### src/rtl/udc_pkg.sv
// Shared types and constants for the loadable up/down counter.
// Provides the default width, count vector type and direction codes.
package udc_pkg;

    localparam int UDC_WIDTH_DEFAULT = 8;

    typedef logic [UDC_WIDTH_DEFAULT-1:0] udc_cnt_t;

    localparam logic UP   = 1'b1;
    localparam logic DOWN = 1'b0;

endpackage

### src/rtl/udc_next.sv
// Combinational next-count selector: reset > load > count up/down.
// Ports: cur (current count), in (preset), load, ud, rst -> nxt.
module udc_next
    import udc_pkg::*;
#(
    parameter int               WIDTH     = UDC_WIDTH_DEFAULT,
    parameter logic [WIDTH-1:0] RESET_VAL = '0
) (
    input  logic [WIDTH-1:0] cur,
    input  logic [WIDTH-1:0] in,
    input  logic             load,
    input  logic             ud,
    input  logic             rst,
    output logic [WIDTH-1:0] nxt
);

    localparam logic [WIDTH-1:0] ONE = WIDTH'(1);

    always_comb begin
        nxt = cur;
        if (rst) begin
            nxt = RESET_VAL;
        end else if (load) begin
            nxt = in;
        end else if (ud == UP) begin
            // modulo 2^WIDTH: wraps naturally at the vector width
            nxt = cur + ONE;
        end else begin
            nxt = cur - ONE;
        end
    end

endmodule

### src/rtl/udc_8bit.sv
// Loadable synchronous up/down counter with a fully registered output.
// Ports: clk, resetn (sync, active-high), in, load, ud -> out.
module udc_8bit
    import udc_pkg::*;
#(
    parameter int               WIDTH     = UDC_WIDTH_DEFAULT,
    parameter logic [WIDTH-1:0] RESET_VAL = '0
) (
    input  logic             clk,
    input  logic             resetn,
    input  logic [WIDTH-1:0] in,
    input  logic             load,
    input  logic             ud,
    output logic [WIDTH-1:0] out
);

    logic [WIDTH-1:0] out_q;
    logic [WIDTH-1:0] out_d;

    udc_next #(
        .WIDTH    (WIDTH),
        .RESET_VAL(RESET_VAL)
    ) u_next (
        .cur (out_q),
        .in  (in),
        .load(load),
        .ud  (ud),
        .rst (resetn),
        .nxt (out_d)
    );

    // resetn is active-high despite its name
    always_ff @(posedge clk) begin
        if (resetn) begin
            out_q <= RESET_VAL;
        end else begin
            out_q <= out_d;
        end
    end

    assign out = out_q;

endmodule

### config.mk
export PLATFORM = sky130hd
export DESIGN_NAME = udc_8bit
export DESIGN_NICKNAME = d
export VERILOG_FILES = /design/src/rtl/udc_pkg.sv /design/src/rtl/udc_next.sv /design/src/rtl/udc_8bit.sv
export SDC_FILE = /design/constraint.sdc
export NUM_CORES = 1
export LEC_CHECK = 0
export CORE_UTILIZATION = 40
export DETAILED_ROUTE_END_ITERATION = 12
export GPL_ROUTABILITY_DRIVEN = 1
export GPL_TIMING_DRIVEN = 0
export PLACE_DENSITY = 0.73
export SYNTH_ARGS = -nofsm -noshare
export SYNTH_HDL_FRONTEND = slang
export SYNTH_HIERARCHICAL = 1
export SYNTH_SLANG_ARGS = --single-unit
### constraint.sdc
create_clock -name clk -period 1.9 [get_ports clk]
set_input_delay 0.285 -clock clk [delete_from_list [all_inputs] [get_ports clk]]
set_output_delay 0.285 -clock clk [all_outputs]
set_load 0.01 [all_outputs]
==> reports/results.txt, run 1 <==
Critical Path AT - 2.10 ns
Share of cells above drive strength 1 - 20.56%
P_int - 357.1 uW
Post-synthesis net count - 96
Clock share of power - 25.9%
Setup violators final - 1
Min Tclk post-route - 1.964 ns
Syn. warnings - 6
Dpl cell area - 872.1 um2
Clock transition at path regs - 0.06 ns
Ant diodes - 0
Post-synthesis compound-gate area fraction - 24.12%
Worst setup margin - -0.06391 ns
Post-DRT Antenna Nets - 0
Initial antenna violation count - 0
Hold-fix buffers, CTS - 0
I/O Buffers - 19
First-pass GRT wire length - 2.601 mm
Worst Tran Pin Value - 0.4921 ns
Number of synthesized flops with an enable pin - 0
Share of the synthesized area in the top cell type - 24.90%
Mux cell area share after synthesis - 1.556%
Placeable Area - 1506 um2
CTS max path bufs - 2
Worst Hold Class - in2reg
Via count of the routed design - 685
Syn-to-layout area delta - 51.17%
Cts bufs inserted - 3
H-Tree Depth - 1
DRT iter0 DRCs - 19
Worst Path Max Fanout - 5
Via density - 5.569
Fin Setup TNS - -0.06391 ns
Largest register FFs - 8
Area leader, netlist - dfxtp_1
Largest net degree at the start of global routing - 11
Critical-path cell list - fa_2 > a21o_1 > a211oi_2 > nor4b_1 > or4_1 > nor2b_1
Simple-Gate Fraction of Synth Area - 27.04%
Total gr overflow - 0
Unrepaired setup endpoints after global routing - true
P per Cell Area - 523.3 nW/um2
CP max stage delay - 0.49 ns
DRC - 0
CP max-delay cell - or4_1
Final nets - 128
FF/Latch Area - 163.9 um2
Initial Util - 42.69%
Combinational power share - 37.6%
Die X - 42.10 um
Max-Slew Margin vs Limit - 67.19%
FMAX - 0.5092 GHz
Area contributors post-synth - dfxtp_1 (25%), ha_1 (12%), nor2b_1 (8.8%), nor2_1 (4.1%), a211o_1 (4.1%)
Adder-cell share of the synthesized area - 14.79%
Place WS - -0.8456 ns
Dominant combinational cell family by area after synthesis - simple AND/OR/NAND/NOR gates
Static leakage - 0.0004329 uW
Failing checks - setup timing
Placer Congestion - 0.8959
Gate Count Post-Synth - 77
Sequential share of power - 36.4%
Synth cell types - 29
Switch share - 29.81%
Most frequent cell after synthesis - nor2b_1
CP Launch Type - register
Switch Pwr - 151.7 uW
Type of the worst setup path - reg2reg
Critical path capture point type - register
Util after Layout - 64.53%
Finished Cell Area - 972.2 um2
Final slew viol count - 0
Seq/Total Area, Yosys - 24.90%
Clock skew - 0.005003 ns
Fillers - 130
Final hold viol count - 0
Prevailing post-synth register cell - dfxtp_1
Worst Path Required - 2.03 ns
GRT Overall Usage - 19.41%
CTS tree - done
Post-Syn Area per Cell - 8.352 um2
Status - finished, violations left
WP buf/inv - 0
Period utilization - 103.4%
Post-synth ARST share - 0%
Area occupied by multi-input gates - 480.5 um2
DR WL/cell - 13.55 um
CP delay by family, top - simple AND/OR/NAND/NOR gates
Die H - 42.10 um
Die area - 1772 um2
XOR/XNOR Fraction of Synth Area - 4.086%
Core Rows - 14
Maximum vdd drop - 0.2900 mV
Vias in the first global route - 622
Hpwl dp - 1.153 mm
Post-synthesis register bit count - 8
DRT Wirelength - 1.667 mm
Clock sink count - 8
Clock latency on the worst-skew pair - 0.25 ns
Max-Cap Viols - 0
Boundary Pins - 20
Top cells by instance count after synthesis - nor2b_1 (9), dfxtp_1 (8), nor2_1 (7)
Clock root cell - clkbuf_4
Pre-antenna DRT Iters - 4
Mapped cell area - 643.1 um2
final timing paths:
check	startpoint	to	slack, ns	cells past startpoint
setup / recovery	out[0]	out[6]	-0.06	6
hold / removal	resetn	out[1]	0.45	2
setup reg to reg	out[0]	out[6]	-0.06	6
hold reg to reg	out[0]	out[0]	0.74	4
logic make-up after synthesis:
kind of cell,count (synthesis)
and+or+nand+nor,31
muxes,1
adders and majority gates,7
xor gates and xnor gates,3
buffers and inverters,6
AOI/OAI and AO/OA,21
DFF,8
through the flow:
stage | total power, uW | hold WS [ns] | std cells
CTS | 509.0 | 0.6986 | 122
global route | 543.9 | 0.4776 | 123
finish | 508.8 | 0.4460 | 123
global placement | 358.8 | 0.6991 | 112
detailed placement | 362.5 | 0.7144 | 112
floorplan | 295.1 | 0.3566 | 77
final cells by class:
class                      count  area share, %
buffer                         2         0.9009
multi-input combinational     63          49.42
inverter                       4          1.931
timing repair buffer          27          26.51
tap                           16          2.059
sequential                     8          16.86
clock buffer                   3          2.317
placed cells by master, fill, tap and decap left out, drive strengths merged, types with 3 or more instances in the layout:
cell type / n
nor4b: 3
ha: 6
inv: 3
nor2b: 9
a21o: 3
a211o: 3
dfxtp: 8
nor2: 7
nand2: 4
a21oi: 5
clkbuf: 5
buf: 9
clkdlybuf4s50: 17
power groups by stage:
stage / clock (uW) / sequential, uW / combinational [uW]
floorplan: 0 / 194 / 101
global placement: 0 / 189 / 169
detailed placement: 0 / 190 / 173
CTS: 137 / 186 / 186
global route: 148 / 187 / 209
finish: 132 / 185 / 192
repair_timing:
action	in CTS	in global routing
gates resized for setup	9	5
pin swaps	4	2
endpoints found under the setup margin	5	2
setup buffers	7	1
routing by layer:
layer / vias to the layer above / track usage, % / wire length (um)
met4: 0 / 10.63 / 14
met1: 319 / 24.47 / 751
li1: 345 / - / -
met2: 19 / 31.56 / 832
met3: 2 / 3.017 / 69
met5: - / 0 / 0
(Power assumes the default switching activity.)
==> run 2, diff against run 1 <==
--- a/config.mk
+++ b/config.mk
@@ -5,10 +5,12 @@
 export SDC_FILE = /design/constraint.sdc
 export NUM_CORES = 1
 export LEC_CHECK = 0
+export CAP_MARGIN = 0
 export CORE_UTILIZATION = 40
 export DETAILED_ROUTE_END_ITERATION = 12
 export GPL_ROUTABILITY_DRIVEN = 1
 export GPL_TIMING_DRIVEN = 0
+export MAX_ROUTING_LAYER = met4
 export PLACE_DENSITY = 0.73
 export SYNTH_ARGS = -nofsm -noshare
 export SYNTH_HDL_FRONTEND = slang
==> reports/results.txt, run 2 (same netlist as run 1, synthesis figures left out) <==
Fin Setup TNS - -0.06703 ns (was -0.06391 ns)
Placer Congestion - 0.9116 (was 0.8959)
Hold path depth - 2 (unchanged)
Ant diodes - 0 (unchanged)
Critical Path AT - 2.09 ns (was 2.10 ns)
Setup violators final - 1 (unchanged)
Die area - 1772 um2 (unchanged)
FF-to-FF path depth - 6 (unchanged)
Crit Reg-Reg Startpoint - out[0] (unchanged)
Worst setup margin - -0.06703 ns (was -0.06391 ns)
Syn-to-layout area delta - 54.28% (was 51.17%)
CTS tree - done (unchanged)
P per Cell Area - 519.2 nW/um2 (was 523.3 nW/um2)
Final slew viol count - 0 (unchanged)
DR WL/cell - 14.10 um (was 13.55 um)
Die H - 42.10 um (unchanged)
Via count of the routed design - 711 (was 685)
Clock latency on the worst-skew pair - 0.25 ns (about the same)
Post-DRT Antenna Nets - 0 (unchanged)
Placed insts - 112 (unchanged)
Cts bufs inserted - 3 (unchanged)
Failing checks - setup timing (unchanged)
Share of cells above drive strength 1 - 22.22% (was 20.56%)
Die X - 42.10 um (unchanged)
Worst Path Required - 2.03 ns (about the same)
Final hold viol count - 0 (unchanged)
CTS max path bufs - 2 (unchanged)
Period utilization - 103.5% (was 103.4%)
I/O Buffers - 19 (unchanged)
Min Tclk post-route - 1.967 ns (was 1.964 ns)
CP Launch Type - register (unchanged)
Most frequent cells in the layout - clkdlybuf4s50_1 (17), nor2b_1 (9), buf_4 (8) (was clkdlybuf4s50_1 (17), nor2b_1 (9), dfxtp_1 (7), nor2_1 (7), buf_4 (7))
Clock sink count - 8 (unchanged)
Initial antenna violation count - 0 (unchanged)
Type of the worst setup path - reg2reg (unchanged)
Commonest non-fill, non-tap cell in the layout - clkdlybuf4s50_1 (unchanged)
Placeable Area - 1506 um2 (unchanged)
Reg2Reg Setup Slack - -0.07 ns (was -0.06 ns)
Total gr overflow - 0 (unchanged)
Boundary Pins - 20 (unchanged)
Fillers - 135 (was 130)
Static leakage - 0.0004320 uW (was 0.0004329 uW)
Worst Path Max Fanout - 2 (was 5)
Hold-fix buffers, CTS - 0 (unchanged)
GRT Overall Usage - 20.29% (was 19.41%)
Worst Tran Pin Value - 0.4697 ns (was 0.4921 ns)
Hpwl dp - 1.120 mm (was 1.153 mm)
Maximum vdd drop - 0.2441 mV (was 0.2900 mV)
DRC - 0 (unchanged)
Unrepaired setup endpoints after global routing - true (unchanged)
Hold Path End - out[0] (was out[1])
FMAX - 0.5084 GHz (was 0.5092 GHz)
R2r endpoint - out[6] (unchanged)
Final nets - 129 (was 128)
Worst Hold Class - in2reg (unchanged)
Core Rows - 14 (unchanged)
Critical path capture point type - register (unchanged)
Clock root cell - clkbuf_4 (unchanged)
Largest register FFs - 8 (unchanged)
Initial Util - 42.69% (unchanged)
DRT Wirelength - 1.749 mm (was 1.667 mm)
Max-Slew Margin vs Limit - 68.68% (was 67.19%)
Clock transition at path regs - 0.05 ns (was 0.06 ns)
Pre-antenna DRT Iters - 4 (unchanged)
Vias in the first global route - 611 (was 622)
Via density - 5.734 (was 5.569)
DRT iter0 DRCs - 17 (was 19)
H-Tree Depth - 1 (unchanged)
Worst min-delay path startpoint - resetn (unchanged)
Clock skew - 0.0007307 ns (was 0.005003 ns)
First-pass GRT wire length - 2.677 mm (was 2.601 mm)
Largest net degree at the start of global routing - 11 (unchanged)
Max-Cap Viols - 0 (unchanged)
Non-Filler Instances - 124 (was 123)
Status - finished, violations left (unchanged)
-- run 2: cell count changes in the layout (fill, tap and decap cells not counted), sizes merged --
cell	previous run	this run
buf	9	10
dlygate4sd2	0	1
dlymetal6s2s	1	0
-- run 2: worst max-delay path: stages (launching register included) --
cell and delay, ns:
dfxtp_4 0.35, fa_2 0.38, a21o_1 0.19, a211oi_2 0.22, nor4b_1 0.08, or4_1 0.49
nor2b_1 0.14
-- run 2: layout make-up --
type	instances	area [um2]	share of cell area, %
Sequential cell	8	163.9	16.52
Tap cell	16	20.02	2.018
Multi-Input combinational cell	63	496.7	50.06
Inverter	4	18.77	1.892
Clock buffer	3	22.52	2.270
Buffer	2	8.758	0.8827
Timing Repair Buffer	28	261.5	26.36
-- run 2: layer usage --
layer | up-vias | track usage, % | wire, um
met3 | 8 | 3.017 | 120
li1 | 348 | - | -
met4 | 0 | 11.25 | 60
met5 | - | - | 0
met1 | 319 | 26.26 | 745
met2 | 36 | 30.31 | 823
-- run 2: power by group --
part	internal (uW)	switching (uW)
sequential	177	7.92
combinational	112	88.7
clock	72.2	57.1
-- run 2: worst max-delay path by stage --
stage	endpoint	from
after global placement	out[6]	ud
after floorplan	out[6]	ud
after detailed placement	out[6]	ud
final	out[6]	out[0]
after global routing	out[6]	out[0]
after CTS	out[6]	out[0]
-- run 2: repair_timing --
item                       in CTS  in global routing
setup endpoints to repair       5                  2
cloned                          0                  0
pin swaps                       4                  3
resized for setup              11                  4
buffers inserted                8                  1
-- run 2: stage by stage --
stage,total power (uW),area [um2],utilization [%],worst slack (ns),hold slack [ns]
after floorplan,295.1,661.9,-,-0.05827,0.3566
after global placement,358.8,872.1,57.89,-0.8025,0.6991
after detailed placement,361.2,872.1,57.89,-0.8361,0.7144
after CTS,508.7,963.4,63.95,-0.1001,0.5616
after global routing,545.2,992.2,65.86,-0.1572,0.5816
final,515.2,992.2,65.86,-0.06703,0.5626
